File: src/rtl/mem_arbiter_if.sv
// rtl/mem_arbiter_if.sv - two-master / one-memory port bundle for mem_arbiter
interface mem_arbiter_if #(
    parameter int ADDR_WIDTH = 32,
    parameter int DATA_WIDTH = 32
) ();
    logic                  m0_req_i,    m1_req_i;
    logic                  m0_gnt_o,    m1_gnt_o;
    logic                  m0_rvalid_o, m1_rvalid_o;
    logic [ADDR_WIDTH-1:0] m0_addr_i,   m1_addr_i;
    logic                  m0_we_i,     m1_we_i;
    logic [DATA_WIDTH-1:0] m0_wdata_i,  m1_wdata_i;
    logic [DATA_WIDTH-1:0] m0_rdata_o,  m1_rdata_o;

    logic                  mem_req_o;
    logic                  mem_gnt_i;
    logic                  mem_rvalid_i;
    logic [ADDR_WIDTH-1:0] mem_addr_o;
    logic                  mem_we_o;
    logic [DATA_WIDTH-1:0] mem_wdata_o;
    logic [DATA_WIDTH-1:0] mem_rdata_i;
    logic                  rsp_err_o;

    // Arbiter view: serves the two cores, drives the memory port.
    modport slave (
        input  m0_req_i, m1_req_i, m0_addr_i, m1_addr_i, m0_we_i, m1_we_i,
               m0_wdata_i, m1_wdata_i, mem_gnt_i, mem_rvalid_i, mem_rdata_i,
        output m0_gnt_o, m1_gnt_o, m0_rvalid_o, m1_rvalid_o, m0_rdata_o, m1_rdata_o,
               mem_req_o, mem_addr_o, mem_we_o, mem_wdata_o, rsp_err_o
    );

    // Environment view: the cores plus the memory.
    modport master (
        output m0_req_i, m1_req_i, m0_addr_i, m1_addr_i, m0_we_i, m1_we_i,
               m0_wdata_i, m1_wdata_i, mem_gnt_i, mem_rvalid_i, mem_rdata_i,
        input  m0_gnt_o, m1_gnt_o, m0_rvalid_o, m1_rvalid_o, m0_rdata_o, m1_rdata_o,
               mem_req_o, mem_addr_o, mem_we_o, mem_wdata_o, rsp_err_o
    );
endinterface

File: src/rtl/mem_arbiter.sv
// rtl/mem_arbiter.sv - two-master round-robin arbiter onto one memory data port
module mem_arbiter #(
    parameter int ADDR_WIDTH = 32,
    parameter int DATA_WIDTH = 32,
    parameter bit BYTE_ADDR  = 1'b1
) (
    input  logic          clk,
    input  logic          rst_n,
    mem_arbiter_if.slave  bus
);
    logic                  sel;
    logic                  any_req;
    logic                  gnt0, gnt1, grant;
    logic [ADDR_WIDTH-1:0] addr_sel;
    logic                  we_sel;
    logic [DATA_WIDTH-1:0] wdata_sel;

    logic                  last_grant_q, last_grant_d;
    logic [1:0]            pend_q, pend_d;
    logic [DATA_WIDTH-1:0] rdata_q, rdata_d;
    logic                  err_q, err_d;

    // sel = 1 picks master 1; on conflict the master not granted last wins.
    always_comb begin
        sel = 1'b0;
        if (bus.m0_req_i && bus.m1_req_i) begin
            sel = ~last_grant_q;
        end else if (bus.m1_req_i) begin
            sel = 1'b1;
        end
        any_req   = bus.m0_req_i | bus.m1_req_i;
        addr_sel  = sel ? bus.m1_addr_i  : bus.m0_addr_i;
        we_sel    = any_req & (sel ? bus.m1_we_i : bus.m0_we_i);
        wdata_sel = sel ? bus.m1_wdata_i : bus.m0_wdata_i;
        gnt0      = ~sel & bus.m0_req_i & bus.mem_gnt_i;
        gnt1      =  sel & bus.m1_req_i & bus.mem_gnt_i;
        grant     = gnt0 | gnt1;
    end

    // The memory returns data combinationally, so it is captured on the grant edge.
    always_comb begin
        last_grant_d = last_grant_q;
        rdata_d      = rdata_q;
        pend_d       = {gnt1, gnt0};
        err_d        = err_q | (bus.mem_rvalid_i & ~(|pend_q));
        if (grant) begin
            last_grant_d = gnt1;
            rdata_d      = we_sel ? '0 : bus.mem_rdata_i;
        end
    end

    always_ff @(posedge clk) begin
        if (!rst_n) begin
            last_grant_q <= 1'b1;
            pend_q       <= 2'b00;
            rdata_q      <= '0;
            err_q        <= 1'b0;
        end else begin
            last_grant_q <= last_grant_d;
            pend_q       <= pend_d;
            rdata_q      <= rdata_d;
            err_q        <= err_d;
        end
    end

    assign bus.mem_req_o   = any_req;
    assign bus.mem_addr_o  = BYTE_ADDR ? (addr_sel >> 2) : addr_sel;
    assign bus.mem_we_o    = we_sel;
    assign bus.mem_wdata_o = wdata_sel;
    assign bus.m0_gnt_o    = gnt0;
    assign bus.m1_gnt_o    = gnt1;
    assign bus.m0_rvalid_o = pend_q[0];
    assign bus.m1_rvalid_o = pend_q[1];
    assign bus.m0_rdata_o  = pend_q[0] ? rdata_q : '0;
    assign bus.m1_rdata_o  = pend_q[1] ? rdata_q : '0;
    assign bus.rsp_err_o   = err_q;
endmodule

File: src/flat_wrapper.sv
// flat-port wrapper written by rule: the top's interface ports become plain ports
module mem_arbiter_flat 
#(
    parameter int ADDR_WIDTH = 32,
    parameter int DATA_WIDTH = 32,
    parameter bit BYTE_ADDR  = 1'b1
)
  (clk, rst_n, bus_m0_req_i, bus_m1_req_i, bus_m0_addr_i, bus_m1_addr_i, bus_m0_we_i, bus_m1_we_i, bus_m0_wdata_i, bus_m1_wdata_i, bus_mem_gnt_i, bus_mem_rvalid_i, bus_mem_rdata_i, bus_m0_gnt_o, bus_m1_gnt_o, bus_m0_rvalid_o, bus_m1_rvalid_o, bus_m0_rdata_o, bus_m1_rdata_o, bus_mem_req_o, bus_mem_addr_o, bus_mem_we_o, bus_mem_wdata_o, bus_rsp_err_o);
  mem_arbiter_if #(.ADDR_WIDTH(ADDR_WIDTH), .DATA_WIDTH(DATA_WIDTH)) bus_i ();
  input  logic clk;
  input  logic rst_n;
  input wire logic [$bits(bus_i.m0_req_i)-1:0] bus_m0_req_i;
  input wire logic [$bits(bus_i.m1_req_i)-1:0] bus_m1_req_i;
  input wire logic [$bits(bus_i.m0_addr_i)-1:0] bus_m0_addr_i;
  input wire logic [$bits(bus_i.m1_addr_i)-1:0] bus_m1_addr_i;
  input wire logic [$bits(bus_i.m0_we_i)-1:0] bus_m0_we_i;
  input wire logic [$bits(bus_i.m1_we_i)-1:0] bus_m1_we_i;
  input wire logic [$bits(bus_i.m0_wdata_i)-1:0] bus_m0_wdata_i;
  input wire logic [$bits(bus_i.m1_wdata_i)-1:0] bus_m1_wdata_i;
  input wire logic [$bits(bus_i.mem_gnt_i)-1:0] bus_mem_gnt_i;
  input wire logic [$bits(bus_i.mem_rvalid_i)-1:0] bus_mem_rvalid_i;
  input wire logic [$bits(bus_i.mem_rdata_i)-1:0] bus_mem_rdata_i;
  output wire logic [$bits(bus_i.m0_gnt_o)-1:0] bus_m0_gnt_o;
  output wire logic [$bits(bus_i.m1_gnt_o)-1:0] bus_m1_gnt_o;
  output wire logic [$bits(bus_i.m0_rvalid_o)-1:0] bus_m0_rvalid_o;
  output wire logic [$bits(bus_i.m1_rvalid_o)-1:0] bus_m1_rvalid_o;
  output wire logic [$bits(bus_i.m0_rdata_o)-1:0] bus_m0_rdata_o;
  output wire logic [$bits(bus_i.m1_rdata_o)-1:0] bus_m1_rdata_o;
  output wire logic [$bits(bus_i.mem_req_o)-1:0] bus_mem_req_o;
  output wire logic [$bits(bus_i.mem_addr_o)-1:0] bus_mem_addr_o;
  output wire logic [$bits(bus_i.mem_we_o)-1:0] bus_mem_we_o;
  output wire logic [$bits(bus_i.mem_wdata_o)-1:0] bus_mem_wdata_o;
  output wire logic [$bits(bus_i.rsp_err_o)-1:0] bus_rsp_err_o;
  assign bus_i.m0_req_i = bus_m0_req_i;
  assign bus_i.m1_req_i = bus_m1_req_i;
  assign bus_i.m0_addr_i = bus_m0_addr_i;
  assign bus_i.m1_addr_i = bus_m1_addr_i;
  assign bus_i.m0_we_i = bus_m0_we_i;
  assign bus_i.m1_we_i = bus_m1_we_i;
  assign bus_i.m0_wdata_i = bus_m0_wdata_i;
  assign bus_i.m1_wdata_i = bus_m1_wdata_i;
  assign bus_i.mem_gnt_i = bus_mem_gnt_i;
  assign bus_i.mem_rvalid_i = bus_mem_rvalid_i;
  assign bus_i.mem_rdata_i = bus_mem_rdata_i;
  assign bus_m0_gnt_o = bus_i.m0_gnt_o;
  assign bus_m1_gnt_o = bus_i.m1_gnt_o;
  assign bus_m0_rvalid_o = bus_i.m0_rvalid_o;
  assign bus_m1_rvalid_o = bus_i.m1_rvalid_o;
  assign bus_m0_rdata_o = bus_i.m0_rdata_o;
  assign bus_m1_rdata_o = bus_i.m1_rdata_o;
  assign bus_mem_req_o = bus_i.mem_req_o;
  assign bus_mem_addr_o = bus_i.mem_addr_o;
  assign bus_mem_we_o = bus_i.mem_we_o;
  assign bus_mem_wdata_o = bus_i.mem_wdata_o;
  assign bus_rsp_err_o = bus_i.rsp_err_o;
  mem_arbiter #(.ADDR_WIDTH(ADDR_WIDTH), .DATA_WIDTH(DATA_WIDTH), .BYTE_ADDR(BYTE_ADDR)) u_core (.clk(clk), .rst_n(rst_n), .bus(bus_i));
endmodule
File: config.mk
export PLATFORM = sky130hd
export DESIGN_NAME = mem_arbiter_flat
export DESIGN_NICKNAME = d
export VERILOG_FILES = /design/src/rtl/mem_arbiter_if.sv /design/src/rtl/mem_arbiter.sv /design/src/flat_wrapper.sv
export SDC_FILE = /design/constraint.sdc
export NUM_CORES = 1
export LEC_CHECK = 0
export ABC_AREA = 0
export CELL_PAD_IN_SITES_DETAIL_PLACEMENT = 1
export CELL_PAD_IN_SITES_GLOBAL_PLACEMENT = 1
export CORE_MARGIN = 4
export CORE_UTILIZATION = 17
export DETAILED_ROUTE_END_ITERATION = 12
export PLACE_DENSITY_LB_ADDON = 0.1
export SYNTH_ARGS = -nofsm -noshare
export SYNTH_HDL_FRONTEND = slang
export SYNTH_SLANG_ARGS = --single-unit
File: constraint.sdc
create_clock -name clk -period 2.35 [get_ports clk]
set_clock_uncertainty 0.15 [all_clocks]
set_input_delay 0.47 -clock clk [delete_from_list [all_inputs] [get_ports clk]]
set_output_delay 0.47 -clock clk [all_outputs]
set_load 0.03 [all_outputs]
==> impl_metrics.csv <==
group,metric,value,unit
final_layout,final_nets,716,
logic_synthesis,synth-edff-count,0,
logic_synthesis,yosys.cell_types.count,21,
floorplanning,die_area,16100,µm²
drt,wl_per_cell,19.3,µm
final_layout,multiInputGateArea,1580,µm²
floorplanning,die_y,127,µm
hold_path,hold_path.class,"reg2reg",
critical_path,crit_type,"reg2out",
power,leakagePower,0.00260,µW
hold_path,min_to,"u_core.rdata_q[8]",
global_routing,grt_pass1_vias,3466,
final_layout,final_common_cell,"clkdlybuf4s50_1",
timing,setup_viol,0,
floorplanning,die_w,127,µm
global_routing,grt_first_pass_wirelength,20600,µm
drt,antenna_left,0,
clock_network,cts_tree,"built",
final_layout,fill_cells,1550,
final_layout,regArea,724,µm²
clock_network,cts_max_path_buffers,2,
critical_path,ff2ff_setup_slack,0.45,ns
timing,fmax,430,MHz
clock_network,cts_root_buffer,"clkbuf_16",
critical_path,max_stage_delay,0.36,ns
critical_path,start_kind,"flip-flop",
drt,drt_first_pass_iters,4,
global_routing,antenna_found_initial,1,
clock_network,numCtsBuffers,5,
floorplanning,core,13800,µm²
placement,dp.final_hpwl,11700,µm
job,maxCapViolCount,0,
power,p_per_area,428,nW/µm²
drt,drt_first_iter_violations,86,
critical_path,critPathMaxFanout,5,
hold_path,min-delay-start,"u_core.rdata_q[8]",
logic_synthesis,syn_area_per_cell,10.2,µm²
critical_path,path_buf_inv,4,
floorplanning,boundaryPins,303,
clock_network,clkLatencyLatePin,0.28,ns
placement,io_buffer_count,296,
drt,drc,0,
critical_path,slowest_stage,"dfxtp_4",
drt,drt-total-wl,14100,µm
logic_synthesis,synth_flop_cell,"dfxtp_1",
timing,rsz0062_at_grt,"yes",
timing,slew_viol_final,0,
timing,layout_setup_ws,0.0239,ns
clock_network,cts_max_level,2,
critical_path,reg2reg_to,"u_core.rdata_q[2]",
final_layout,final_util,42.7,%
critical_path,cpLargestDelayFamily,"buffers and inverters",
drt,post_drt_via_cell_ratio,4.16,
critical_path,startpoint,"u_core.last_grant_q",
logic_synthesis,syn_area,2400,µm²
drt,vias,3040,
critical_path,required,1.73,ns
clock_network,cts.sinks,36,
logic_synthesis,yosysWarnings,0,
global_routing,grt-ovfl-total,0,
placement,place_congestion,0.803,
clock_network,cts.clk_slew.worst_paths,0.06,ns
floorplanning,start_util,17.3,%
critical_path,crit_arrival,1.71,ns
logic_synthesis,synthCells,235,
timing,holdWs,0.332,ns
critical_path,reg2reg_depth,8,
critical_path,worst_setup_path_end_kind,"output pin",
critical_path,cpMostUsedCell,"buf_12",
logic_synthesis,async_flop_share,0,%
logic_synthesis,synth-seq-area-share,30.1,%
timing,hold_viol,0,
power,peakVddDrop,0.252,mV
outcome,outcome,"finished, final reports clean",
final_layout,synthToLayoutAreaGrowth,146,%
floorplanning,rows,43,
critical_path,cp_cell_sequence,"a21boi_4, buf_12, buf_12, clkbuf_16, mux2_2, buf_6",
hold_path,min_path_cells,1,
global_routing,grt_util_all_layers,16.5,%
timing,fin_crit,2.33,ns
logic_synthesis,ys_ff_latch,36,
placement,place_ws,-0.681,ns
critical_path,r2r_start,"u_core.last_grant_q",
global_routing,grt_max_degree,35,
final_layout,drive_gt1_share,43.5,%
timing,fin_crit_sh,99.0,%
final_layout,final_cell_mix,"clkdlybuf4s50_1, buf_4, and2_1",
-- metal layers --
metal / global-route usage (%) / vias to the layer above / share of wire, %
met1: 16.4 / 1430 / 34
met4: 5.43 / 0 / 2.4
met5: 0 / - / 0
met3: 6.32 / 14 / 9.1
met2: 31.5 / 139 / 55
li1: - / 1457 / -
-- kinds of logic after synthesis --
group	count (synthesis)	synth area share, %
AND/OR/NAND/NOR	75	19.2
multiplexers	62	29.1
AO/OA/AOI/OAI	39	15.2
flip-flops	36	30.1
buffers and inverters	22	6.21
other	1	0.157
-- registers in the layout, summed over array words and instances, names as in the netlist --
name                  count
u_core.pend_q             2
u_core.last_grant_q       1
u_core.rdata_q           32
u_core.bus.rsp_err_o      1
-- power breakdown --
group          internal [µW]  leakage (µW)  switching (µW)  total (µW)
Clock                    504     0.0000804             269         773
Sequential               643      0.000295            21.3         665
Combinational            615       0.00222             470        1080
Total                   1760       0.00260             761        2520
-- worst reg2reg max path, stage by stage, from the launching register on --
cell and delay, ns:
dfxtp_4 0.37, a21boi_4 0.06, buf_12 0.14, buf_12 0.14, buf_6 0.13, buf_6 0.12, a221oi_4 0.31, buf_12 0.23
a22o_1 0.19
-- worst max path at each step --
stage | endpoint | slack, ns | cells past startpoint
4_1_cts | bus_mem_wdata_o[30] | -0.01 | 6
2_1_floorplan | bus_mem_addr_o[21] | 0.27 | 4
5_1_grt | bus_mem_addr_o[5] | -0.02 | 6
3_5_place_dp | bus_mem_wdata_o[7] | -0.68 | 5
3_3_place_gp | bus_mem_addr_o[10] | -0.65 | 5
6_report | bus_mem_wdata_o[26] | 0.02 | 6
-- cells in the mapped netlist (2+ instances only) --
cell type  count  area, µm²
nor2_1         2       7.51
and2_1        67        419
o211ai_1       2       15.0
nand2_1        2       7.51
buf_6          6       67.6
a22o_1        33        289
buf_4          4       30.0
dfxtp_1       36        721
mux2_2        62        698
buf_2          5       25.0
clkbuf_1       6       22.5
-- what timing repair did --
item                       in CTS  in global routing
gates cloned                    3                  3
hold buffers                    0                  0
setup endpoints to repair      65                 28
gates resized for setup       234                 12
pin swaps                       2                  1
buffers inserted                9                  2
hold endpoints to repair        0                  0
-- cell type report --
cell class                      count  share of cell area, %
Timing Repair Buffer              326                   54.1
Multi-Input combinational cell    178                   26.8
Sequential cell                    36                   12.3
Tap cell                          180                   3.82
Clock buffer                        5                   2.12
Clock inverter                      3                  0.785
Inverter                            1                 0.0636
Antenna cell                        1                 0.0424
-- per-stage QoR --
step           total power [µW]  TNS [ns]  instances  instance area, µm²
2_1_floorplan              1130         0        236                2400
3_3_place_gp               1670    -38.49        705                5390
3_5_place_dp               1680    -41.85        705                5390
4_1_cts                    2530   -0.0524        724                5770
5_1_grt                    2640    -0.120        730                5900
6_report                   2520         0        730                5900
No activity file was read; power rests on OpenSTA's default activity.
